### config.mk
export PLATFORM = sky130hd
export DESIGN_NAME = rgb_fade_sequencer
export DESIGN_NICKNAME = d
export VERILOG_FILES = /design/src/rtl/rgb_fade_sequencer.sv
export SDC_FILE = /design/constraint.sdc
export NUM_CORES = 1
export LEC_CHECK = 0
export CAP_MARGIN = 20
export CORE_ASPECT_RATIO = 0.6
export CORE_MARGIN = 2
export CORE_UTILIZATION = 40
export DETAILED_ROUTE_END_ITERATION = 10
export PLACE_DENSITY = 0.63
export SLEW_MARGIN = 15
export SYNTH_ARGS = -nofsm -noshare
export SYNTH_HDL_FRONTEND = slang
export SYNTH_SLANG_ARGS = --single-unit
### constraint.sdc
create_clock -name clk -period 5.2 [get_ports clk]
set_clock_uncertainty 0.2 [all_clocks]
set_input_delay 1.3 -clock clk [delete_from_list [all_inputs] [get_ports clk]]
set_output_delay 1.3 -clock clk [all_outputs]
set_load 0.1 [all_outputs]
### src/rtl/rgb_fade_sequencer.sv
`default_nettype none
// ============================================================================
//  Module      : rgb_fade_sequencer
//  Description : Steps R/G/B PWM duty values between four fixed colour
//                presets, fading at most 1 LSB per channel per fade tick.
//                Manual mode follows the switches; auto mode advances on a
//                dwell timer or on a debounced button press.
//  Revision    : 1.0 - initial release
// ============================================================================
module rgb_fade_sequencer #(
    parameter int TICK_DIV     = 50000,
    parameter int DWELL_TICKS  = 256,
    parameter int DEBOUNCE_CYC = 1000000
) (
    input  logic       clk,
    input  logic       rst,
    input  logic       auto_en,
    input  logic [1:0] sw,
    input  logic       btn_next,
    output logic [7:0] R_duty,
    output logic [7:0] G_duty,
    output logic [7:0] B_duty,
    output logic [1:0] preset_idx,
    output logic       busy
);

    localparam int c_TICK_W  = $clog2(TICK_DIV);
    localparam int c_DWELL_W = $clog2(DWELL_TICKS + 1);
    localparam int c_DEB_W   = $clog2(DEBOUNCE_CYC);

    localparam logic [c_TICK_W-1:0]  c_TICK_LAST  = c_TICK_W'(TICK_DIV - 1);
    localparam logic [c_DWELL_W-1:0] c_DWELL_LAST = c_DWELL_W'(DWELL_TICKS - 1);
    localparam logic [c_DEB_W-1:0]   c_DEB_LAST   = c_DEB_W'(DEBOUNCE_CYC - 1);

    typedef enum logic [0:0] {
        ST_FADE = 1'b0,
        ST_HOLD = 1'b1
    } state_t;

    state_t                r_state, w_state_nxt;
    logic [1:0]            r_idx, w_idx_nxt;
    logic [c_DWELL_W-1:0]  r_dwell, w_dwell_nxt;
    logic [7:0]            r_r, r_g, r_b;
    logic [7:0]            w_r_nxt, w_g_nxt, w_b_nxt;

    logic [c_TICK_W-1:0]   r_tick_cnt;
    logic                  w_tick;

    logic                  r_sync1, r_sync2;
    logic                  r_db_level;
    logic [c_DEB_W-1:0]    r_db_cnt;
    logic                  r_btn_pulse;
    logic                  w_db_flip;

    logic [23:0]           w_tgt;
    logic                  w_at_target;

    // Fixed colour preset table, packed as {R, G, B}
    function automatic logic [23:0] preset_rgb(input logic [1:0] idx);
        case (idx)
            2'd0:    preset_rgb = 24'h9932CC;
            2'd1:    preset_rgb = 24'h1E90FF;
            2'd2:    preset_rgb = 24'hFFD700;
            default: preset_rgb = 24'hFF2D00;
        endcase
    endfunction

    // One LSB toward the target; never passes it, so 00/FF cannot wrap
    function automatic logic [7:0] step_toward(input logic [7:0] cur, input logic [7:0] tgt);
        if (cur < tgt)
            step_toward = cur + 8'd1;
        else if (cur > tgt)
            step_toward = cur - 8'd1;
        else
            step_toward = cur;
    endfunction

    assign w_tick      = (r_tick_cnt == c_TICK_LAST);
    assign w_tgt       = preset_rgb(r_idx);
    assign w_at_target = (r_r == w_tgt[23:16]) && (r_g == w_tgt[15:8]) && (r_b == w_tgt[7:0]);
    assign w_db_flip   = (r_sync2 != r_db_level) && (r_db_cnt == c_DEB_LAST);

    // Free-running fade tick divider
    always_ff @(posedge clk or posedge rst) begin
        if (rst)
            r_tick_cnt <= '0;
        else if (w_tick)
            r_tick_cnt <= '0;
        else
            r_tick_cnt <= r_tick_cnt + 1'b1;
    end

    // Button: two-flop synchronizer, stability counter, rising-edge pulse
    always_ff @(posedge clk or posedge rst) begin
        if (rst) begin
            r_sync1     <= 1'b0;
            r_sync2     <= 1'b0;
            r_db_level  <= 1'b0;
            r_db_cnt    <= '0;
            r_btn_pulse <= 1'b0;
        end else begin
            r_sync1     <= btn_next;
            r_sync2     <= r_sync1;
            r_btn_pulse <= w_db_flip && r_sync2;
            if (r_sync2 == r_db_level)
                r_db_cnt <= '0;
            else if (w_db_flip) begin
                r_db_level <= r_sync2;
                r_db_cnt   <= '0;
            end else
                r_db_cnt <= r_db_cnt + 1'b1;
        end
    end

    // Sequencer state, target index, dwell timer and duty registers
    always_ff @(posedge clk or posedge rst) begin
        if (rst) begin
            r_state <= ST_FADE;
            r_idx   <= 2'd0;
            r_dwell <= '0;
            r_r     <= 8'h00;
            r_g     <= 8'h00;
            r_b     <= 8'h00;
        end else begin
            r_state <= w_state_nxt;
            r_idx   <= w_idx_nxt;
            r_dwell <= w_dwell_nxt;
            r_r     <= w_r_nxt;
            r_g     <= w_g_nxt;
            r_b     <= w_b_nxt;
        end
    end

    // Next-state: fade stepping, retargeting and dwell-driven advance
    always_comb begin
        w_state_nxt = r_state;
        w_idx_nxt   = r_idx;
        w_dwell_nxt = r_dwell;
        w_r_nxt     = r_r;
        w_g_nxt     = r_g;
        w_b_nxt     = r_b;

        // Stepping always aims at the current target; a retarget this cycle
        // takes effect from the next tick onward without disturbing values.
        if (r_state == ST_FADE && w_tick) begin
            w_r_nxt = step_toward(r_r, w_tgt[23:16]);
            w_g_nxt = step_toward(r_g, w_tgt[15:8]);
            w_b_nxt = step_toward(r_b, w_tgt[7:0]);
        end

        if (!auto_en) begin
            w_dwell_nxt = '0;
            if (sw != r_idx) begin
                w_idx_nxt   = sw;
                w_state_nxt = ST_FADE;
            end else if (r_state == ST_FADE && w_at_target) begin
                w_state_nxt = ST_HOLD;
            end
        end else if (r_btn_pulse) begin
            // Button wins over a coincident dwell expiry: one advance only
            w_idx_nxt   = r_idx + 2'd1;
            w_state_nxt = ST_FADE;
            w_dwell_nxt = '0;
        end else if (r_state == ST_HOLD) begin
            if (w_tick) begin
                if (r_dwell == c_DWELL_LAST) begin
                    w_dwell_nxt = '0;
                    w_idx_nxt   = r_idx + 2'd1;
                    w_state_nxt = ST_FADE;
                end else begin
                    w_dwell_nxt = r_dwell + 1'b1;
                end
            end
        end else if (w_at_target) begin
            w_state_nxt = ST_HOLD;
        end
    end

    assign R_duty     = r_r;
    assign G_duty     = r_g;
    assign B_duty     = r_b;
    assign preset_idx = r_idx;
    assign busy       = (r_state == ST_FADE);

endmodule
`default_nettype wire

==> results.md <==
* P_int at 1046 uW
* Sequential element share of the synthesized area at 0.4084
* Hold-fix buffers, CTS at 0
* Most common cell after layout, fill and taps aside: dfrtp_1
* Switching Fraction at 0.2767
* Worst path buffer plus inverter count at 1
* Sw power at 400.4 uW
* Min cycle time layout at 4.384 ns
* CTS resizes at 0
* DR vias at 3,512
* Final Instance Area at 5493 um2
* Outcome: finished clean
* Clk_lat worst skew at 0.33 ns
* CP arrival at 4.37 ns
* Largest delay share family, worst path: compound AO/OA/AOI/OAI gates
* CTS tree: done
* Number of setup buffers added after CTS at 0
* Cell Area, Placed at 5179 um2
* Worst-path fanout max at 7
* Leakage Power at 0.002695 uW
* Sequential power share at 0.420
* Req. time, crit path at 5.19 ns
* Cell variety after synth at 50
* Antenna cells at 0
* Initial DRC Count at 225
* GRT Util Overall at 0.1746
* Cells along the critical path: inv_1 > ha_1 > o21ai_0 > ha_1 > a21oi_1 > o21ai_0 > or2_2 > ha_1 > a21oi_1 > o21ai_0 > a21oi_1 > or3_1 > a2111oi_0 > xor2_1
* Num CTS Buffers at 9
* #FFs+latches synth at 76
* Vias in the first global route at 3,429
* Synthesis-to-layout area growth at 17.95%
* Grt ovf at 0
* Max Slew Vio Count at 0
* FILL cells at 1,074
* Setup crit end kind: flop
* DR vias/cell at 5.273
* Aggregate routed wire length at 10,050 um
* Post-synth ARST share at 1.000
* Core Region at 11,340 um2
* Die height at 87.58 um
* Routability-driven placement congestion ratio at 0.8373
* Initial antenna violation count at 0
* Clock Tree Buf Depth at 2
* First-pass GRT wire length at 17,190 um
* Syn Inst Count at 462
* DRT Pass-1 Iters at 4
* Type of origin of the critical path: flop
* Clock Sinks at 76
* Nets@finish at 555
* DP Worst Slack at 0.8271 ns
* CP Class: flop to flop
* CP max-delay cell: a2111oi_0
* Class of the worst hold path: flop to flop
* DRC at 0
* RSZ-0062 raised after global routing: no
* Syn nets at 516
* Initial Util at 0.4108
* Clk Tree Root Cell: clkbuf_16
* Htree depth at 3
* Worst rel slew slack at 0.3378
* Routed len/inst at 15.09 um
* MaxCap Viol Count at 0
* Std-Cell Rows at 30
* Final worst-path cycle share at 0.8431
* Clock share of power at 0.444
* Ys flop type: dfrtp_1
* Comb power frac at 0.136
* IO buf count at 32
* I/O pins at 33
* Synth warn at 0
* Worst setup margin at 0.8158 ns
* DP HPWL at 7553 um
* Fmax at 228.1 MHz
* Worst Tran Pin Value at 0.9903 ns
* Die area at 12,550 um2
* Worst path max stage delay at 0.50 ns
* Worst vdd ir at 0.0001733 V
* Setup_tns at 0 ns
* Most frequent cells in the layout: 76 x dfrtp_1, 45 x ha_1, 43 x nor2_1
* Clock transition at path regs at 0.06 ns
* ANT nets after route at 0
* Final setup viols at 0
* Largest net degree at the start of global routing at 40
* Die span in x at 143.3 um
* Layout cells sized above 1 at 0.09091
* Mean post-synth cell area at 10.08 um2
* Post-Syn Area at 4657 um2
* Fin. Hold Viols at 0
* Post-synth EDFFs at 0
* Pwr Density at 263.4 nW/um2
[kinds of logic (layout without fill, tap and decap cells)]
family,count (synthesis),after routing,synth area share
AOI/OAI and AO/OA,76,76,0.1034
xor gates and xnor gates,60,60,0.1128
adders and majority gates,48,48,0.1338
buffers and inverters,25,69,0.02015
DFF,76,76,0.4084
muxes,21,21,0.05024
and+or+nand+nor,156,156,0.1711
[metrics by stage]
stage	hold WS [ns]	utilization	total power, uW	cells
after floorplan	0.1312	-	763.6	462
after global placement	0.1346	0.4568	805.7	650
after detailed placement	0.1358	0.4568	814.6	650
after CTS	0.1508	0.4838	1463	666
after global routing	0.1568	0.4845	1520	666
final	0.1540	0.4845	1447	666
[Yosys cell counts, drive strengths merged (3+ instances only)]
master,number,area (um2)
nand3,26,130.1
and4,4,35.03
xnor2,25,219.0
inv,20,75.07
nor2b,5,31.28
and3,12,75.07
nor2,44,167.7
a21o,10,75.07
xor2,35,306.5
ha,45,563.0
o21bai,4,30.03
o21ai,17,85.08
a21oi,24,120.1
fa,3,60.06
a31oi,4,25.02
nor4,3,25.02
dfrtp,76,1902
or4,5,45.04
nor3,6,30.03
nand2,31,116.4
clkbuf,5,18.77
mux2,19,214.0
nand4,6,37.54
[registers in the layout (all words and copies together), names as in the netlist]
register     flops
r_sync2          1
r_dwell          9
B_duty           8
r_db_cnt        20
R_duty           8
G_duty           8
r_sync1          1
r_tick_cnt      16
r_db_level       1
r_state          1
preset_idx       2
r_btn_pulse      1
[area by class of cell]
class	count	area, um2	area share
Multi-Input combinational cell	361	2670	0.4861
Tap cell	160	200.2	0.03645
Inverter	20	75.07	0.01367
Timing Repair Buffer	33	340.3	0.06196
Clock inverter	7	80.08	0.01458
Sequential cell	76	1902	0.3462
Clock buffer	9	225.2	0.04100
[worst register-to-register path: stages, from the launching register on]
cell       delay, ns
dfrtp_1         0.47
inv_1           0.13
ha_1            0.25
o21ai_0         0.49
ha_1            0.37
a21oi_1         0.12
o21ai_0         0.16
or2_2           0.42
ha_1            0.40
a21oi_1         0.11
o21ai_0         0.17
a21oi_1         0.06
or3_1           0.30
a2111oi_0       0.50
xor2_1          0.11
[layer usage]
metal / up-vias / track usage / share of wire
li1: 1730 / - / -
met1: 1707 / 0.2671 / 0.55
met2: 70 / 0.2510 / 0.41
met3: 5 / 0.03718 / 0.038
met4: 0 / 0.04456 / 0.0051
met5: - / 0 / 0
[worst paths after layout]
| check | slack, ns | end | cells after the start | from |
|---|---|---|---|---|
| worst max-delay path | 0.82 | B_duty[7] | 14 | preset_idx[1] |
| worst min-delay path | 0.15 | r_sync2 | 0 | r_sync1 |
| worst max register to register | 0.82 | B_duty[7] | 14 | preset_idx[1] |
| worst min register to register | 0.15 | r_sync2 | 0 | r_sync1 |
| max in group asynchronous | 2.83 | r_db_cnt[8] | 3 | rst |
| min in group asynchronous | 1.28 | r_tick_cnt[10] | 2 | rst |
[power by group through the flow]
stage               clock network [uW]  registers (uW)  logic (uW)
floorplan                            0             636         127
global placement                     0             618         188
detailed placement                   0             619         196
CTS                                658             608         198
global route                       690             609         221
finish                             642             608         197
No activity file was read; power rests on OpenSTA's default activity.
==> variant 1: new RTL, same settings <==
`r_r` no longer has a reset.
--- a/src/rtl/rgb_fade_sequencer.sv
+++ b/src/rtl/rgb_fade_sequencer.sv
@@ -118,17 +118,19 @@
             r_state <= ST_FADE;
             r_idx   <= 2'd0;
             r_dwell <= '0;
-            r_r     <= 8'h00;
             r_g     <= 8'h00;
             r_b     <= 8'h00;
         end else begin
             r_state <= w_state_nxt;
             r_idx   <= w_idx_nxt;
             r_dwell <= w_dwell_nxt;
-            r_r     <= w_r_nxt;
             r_g     <= w_g_nxt;
             r_b     <= w_b_nxt;
         end
+    end
+
+    always_ff @(posedge clk) begin
+        r_r <= w_r_nxt;
     end
 
     // Next-state: fade stepping, retargeting and dwell-driven advance
Formal check against the unedited RTL: no difference found for any inputs over 10 cycles, from zero or initial values and one cycle with rst high; that may be too few to reach the edited logic, so the function may still have changed.
==> variant 1 against the unedited design <==
Final area is 1.6% lower; worst setup slack gained 0.19 ns; hold slack better by 0.0065 ns; maximum frequency grew 4.5%; sequential cell count unchanged; area after synthesis about the same; wire length fell by 2.7%; critical path type unchanged; highest routed layer unchanged.
Power is not compared: it rests on default switching activity, and its combinational part moved more than twofold at a synthesized area within 25%.
==> variant 1: results (changes against the unedited design) <==
[grt]
grt_start_max_net_pins = 41  ; was 40
antenna_found_initial = 0  ; unchanged
grt_usage_pct = 16.6  ; was 17.5%
grt_pass1_vias = 3277  ; was 3429
grt_pass1_wl_um = 16200  ; was 17200 um

[clock_network]
htreeDepth = 3  ; unchanged
cts_made_buffers = 9  ; unchanged
cts.reportedPaths.clkPinSlew_ns = 0.06  ; about the same
postCtsSetupRepairBufs = 0  ; unchanged
cts-root-buf = clkbuf_16  ; unchanged
cts-resized-gates = 0  ; unchanged
clock_path_buffers = 2  ; unchanged
clock_latency_ns = 0.32

[drt]
via_per_inst = 5.22  ; was 5.27
drtIter0Drc = 157  ; was 225
wl_per_cell_um = 14.7  ; was 15.1 um
wl_um = 9780  ; was 10000 um
drt_pass1_iterations = 4  ; unchanged

[yosys]
synth.area.top_cells = dfrtp_1 37%, ha_1 12%, xor2_1 6.0%  ; was dfrtp_1 41%, ha_1 12%, xor2_1 6.6%
async_flop_share_pct = 89.5  ; was 100%
seq_area_frac_synth_pct = 41.7  ; was 40.8%
synth_edf_count = 8  ; was 0
synth.net_count = 516  ; unchanged
yosysWarnings = 0  ; unchanged
syn_avg_cell_area_um2 = 10.1  ; about the same
yosys-top-cells-count = 68 x dfrtp_1, 50 x nor2_1, 45 x ha_1  ; was 76 x dfrtp_1, 45 x ha_1, 43 x nor2_1
synth_cell_types = 58  ; was 50

[setup_path]
crit_fanout = 9  ; was 7
crit_slowest_cell = o21ai_1  ; was a2111oi_0
cp.arrival_ns = 4.20  ; was 4.37 ns
cp_top_family = compound AO/OA/AOI/OAI gates  ; unchanged
critical-path-max-stage-delay_ns = 0.56  ; was 0.50 ns

[pwr]
ir_worst_vdd_uv = 140
p_leak_nw = 2.53

[timing]
tightest_slew_ns = 0.996  ; was 0.990 ns

[status]
status = completed  ; unchanged

[placed_design]
io_buffers = 32  ; unchanged
gp_congestion = 0.846  ; was 0.837
placed_cells = 650  ; unchanged
place_hpwl_um = 7290  ; was 7550 um

[finish]
num_antenna_cells = 0  ; unchanged
regMostFlops = r_db_cnt  ; unchanged
final_nets = 555  ; unchanged
top_regs = r_db_cnt x20, r_tick_cnt x16, r_dwell x9  ; unchanged
drive_above_1_share_pct = 6.34  ; was 9.09%

[min_path]
hold_path.class = register to register  ; unchanged

==> variant 1: metrics by stage <==
| step | utilization [%] | hold slack [ns] | instance area [um2] | setup WS [ns] |
|---|---|---|---|---|
| 6_report | 47.7 | 0.161 | 5400 | 1.00 |
| 5_1_grt | 47.7 | 0.174 | 5400 | 0.722 |
| 4_1_cts | 47.7 | 0.164 | 5400 | 1.01 |
| 3_5_place_dp | 45.4 | 0.147 | 5150 | 1.03 |
| 3_3_place_gp | 45.4 | 0.153 | 5150 | 1.15 |
| 2_1_floorplan | - | 0.131 | 4660 | 0.738 |
==> variant 1: final timing paths <==
path,startpoint,slack [ns],cells after the start,endpoint
min in group asynchronous,rst,1.18,2,r_db_cnt[3]$_DFF_PP0_
max,preset_idx[0]$_DFFE_PP0P_,1.00,15,G_duty[7]$_DFFE_PP0P_
min,r_sync1$_DFF_PP0_,0.16,0,r_sync2$_DFF_PP0_
max reg2reg,preset_idx[0]$_DFFE_PP0P_,1.00,15,G_duty[7]$_DFFE_PP0P_
max in group asynchronous,rst,2.66,3,r_tick_cnt[14]$_DFF_PP0_
min reg2reg,r_sync1$_DFF_PP0_,0.16,0,r_sync2$_DFF_PP0_
==> variant 1: report_power, final <==
| part | total, mW | switching, mW | internal (mW) |
|---|---|---|---|
| clock | 0.545 | 0.226 | 0.318 |
| combinational | 0.498 | 0.303 | 0.194 |
| sequential | 0.637 | 0.0136 | 0.623 |
==> variant 1: worst reg2reg max path: cells and delay by family (launching register included) <==
family | cells | cell delay [ns]
buffers and inverters | 2 | 0.20
DFF | 1 | 0.51
and+or+nand+nor | 1 | 0.29
adders and majority gates | 3 | 0.85
xor gates and xnor gates | 1 | 0.13
AOI/OAI and AO/OA | 8 | 1.91
==> variant 1: metal layers <==
| metal | vias to the layer above | part of all wire [%] | GRT usage, % |
|---|---|---|---|
| li1 | 1717 | - | - |
| met1 | 1687 | 54 | 24.7 |
| met2 | 56 | 41 | 23.9 |
| met3 | 8 | 3.6 | 4.16 |
| met4 | 0 | 0.92 | 5.17 |
| met5 | - | 0 | 0 |
==> variant 1: area by class of cell <==
type | count | area, um2
Multi-Input combinational cell | 359 | 2590
Sequential cell | 76 | 1940
Clock buffer | 12 | 236
Fill cell | 1078 | 5930
Timing Repair Buffer | 34 | 335
Inverter | 21 | 78.8
Clock inverter | 3 | 15.0
Tap cell | 160 | 200
==> variant 1: cell families after synthesis <==
logic type                 count (synthesis)  synth area share, %
and+or+nand+nor                          169                 18.5
DFF                                       76                 41.7
AOI/OAI and AO/OA                         73                 10.3
xor gates and xnor gates                  57                 10.7
adders and majority gates                 48                 13.4
buffers and inverters                     27                 2.63
muxes                                     12                 2.87
==> variant 2: new RTL, config.mk and constraints unchanged <==
Made on the original files. `TICK_DIV`: 50000 -> 25000.
--- a/src/rtl/rgb_fade_sequencer.sv
+++ b/src/rtl/rgb_fade_sequencer.sv
@@ -8,7 +8,7 @@
 //  Revision    : 1.0 - initial release
 // ============================================================================
 module rgb_fade_sequencer #(
-    parameter int TICK_DIV     = 50000,
+    parameter int TICK_DIV     = 25000,
     parameter int DWELL_TICKS  = 256,
     parameter int DEBOUNCE_CYC = 1000000
 ) (
Function: same outputs for any inputs over 10 cycles, from zero or initial values and one cycle with rst high; that may be too few to reach the edited logic, so the function may still have changed.
==> variant 2 against the unedited design <==
Wire length down 1.6%; worst setup slack gained 0.35 ns; final area fell by 1.9%; sequential power is essentially flat; count of clock-buffer cells in the layout increased by 4; sequential cell count decreased by 1; critical path depth increased by 1; area after synthesis shrank 1.2%; total power increased by 7.1%; critical path type unchanged; critical endpoint is now B_duty[6]$_DFFE_PP0P_.
==> variant 2: results (changes against the unedited design) <==
[status]
status = completed  ; unchanged

[pwr]
netSwitchingPower_mw = 0.476  ; was 0.400 mW
p_leak_nw = 2.59  ; was 2.70 nW
ir_worst_vdd_uv = 186  ; was 173 uV

[grt]
grt_usage_pct = 17.4  ; was 17.5%
use_met2_pct = 23.7  ; was 25.1%
grt_pass1_vias = 3295  ; was 3429
grtUsageMet1_pct = 26.9  ; was 26.7%
grtUsageMet3_pct = 4.62  ; was 3.72%
grt_pass1_wl_um = 16800  ; was 17200 um
antenna_found_initial = 0  ; unchanged
grt_start_max_net_pins = 55  ; was 40

[placed_design]
gp_congestion = 0.855  ; was 0.837
place_area_mm2 = 0.00509  ; was 0.00518 mm2
post-place-ws_ns = 1.19  ; was 0.827 ns
placed_cells = 649  ; was 650
place_hpwl_um = 7280  ; was 7550 um

[min_path]
min_path_cells = 0  ; unchanged

[setup_path]
r2r-end = B_duty[6]$_DFFE_PP0P_  ; was B_duty[7]$_DFFE_PP0P_
crit_fanout = 8  ; was 7
cp_top_family = compound AO/OA/AOI/OAI gates  ; unchanged
r2r_cells = 15  ; was 14
path_class = register to register  ; unchanged
endpoint = B_duty[6]$_DFFE_PP0P_  ; was B_duty[7]$_DFFE_PP0P_
critical-path-max-stage-delay_ns = 0.51
cp.arrival_ns = 4.11  ; was 4.37 ns
timing.rr.start = preset_idx[0]$_DFFE_PP0P_  ; was preset_idx[1]$_DFFE_PP0P_
crit_slowest_cell = dfrtp_1  ; was a2111oi_0

[drt]
wl_met3_um = 392  ; was 385 um
drtIter0Drc = 170  ; was 225
via_per_inst = 5.22  ; was 5.27
wl_met2_um = 4000  ; was 4120 um
wl_um = 9890  ; was 10000 um
wl_per_cell_um = 14.9  ; was 15.1 um
wl_met1_um = 5380  ; was 5490 um

[clock_network]
htreeDepth = 3  ; unchanged

[yosys]
yosys-top-cells-count = 75 x dfrtp_1, 52 x nor2_1, 45 x ha_1  ; was 76 x dfrtp_1, 45 x ha_1, 43 x nor2_1
synth_top_area_share_pct = 40.8  ; about the same
seq_area_frac_synth_pct = 40.8  ; about the same
synth_cell_types = 43  ; was 50
syn_inst = 477  ; was 462
yosysWarnings = 0  ; unchanged
synth.area.top_cells = dfrtp_1 41%, ha_1 12%, xor2_1 7.4%  ; was dfrtp_1 41%, ha_1 12%, xor2_1 6.6%
synth.net_count = 531  ; was 516

[finish]
largest_reg_flops = 20  ; unchanged
nFillCells = 1059  ; was 1074
drive_above_1_share_pct = 6.33  ; was 9.09%
top_regs = r_db_cnt x20, r_tick_cnt x15, r_dwell x9  ; was r_db_cnt x20, r_tick_cnt x16, r_dwell x9
final_nets = 571  ; was 555

[timing]
whs_ns = 0.143  ; was 0.154 ns
max_freq_mhz = 248  ; was 228 MHz
tightest_slew_ns = 1.00  ; was 0.990 ns

-- variant 2: cell type report --
| cell class | count | area (um2) | area share (%) |
|---|---|---|---|
| clock buffer | 13 | 270 | 5.02 |
| sequential | 75 | 1880 | 34.8 |
| multi-input combinational | 375 | 2620 | 48.6 |
| tap | 144 | 180 | 3.34 |
| inverter | 22 | 83.8 | 1.56 |
| clock inverter | 2 | 10.0 | 0.186 |
| timing repair buffer | 34 | 348 | 6.45 |
-- variant 2: power by group through the flow --
stage,Sequential (mW),Clock [mW],Combinational [mW]
after floorplan,0.656,0,0.222
after global placement,0.616,0,0.334
after detailed placement,0.617,0,0.342
after CTS,0.606,0.611,0.347
after global routing,0.609,0.638,0.391
final,0.607,0.593,0.350
-- variant 2: cells by family (layout without fill, tap and decap cells) --
logic type      after synthesis  in the layout  share of synthesized area, %
simple gates                177            177                          19.2
xor+xnor                     61             61                          11.6
mux                          11             11                          2.61
flops                        75             75                          40.8
compound gates               78             78                          10.0
buf+inv                      27             71                          2.23
fa+ha+maj                    48             48                          13.5
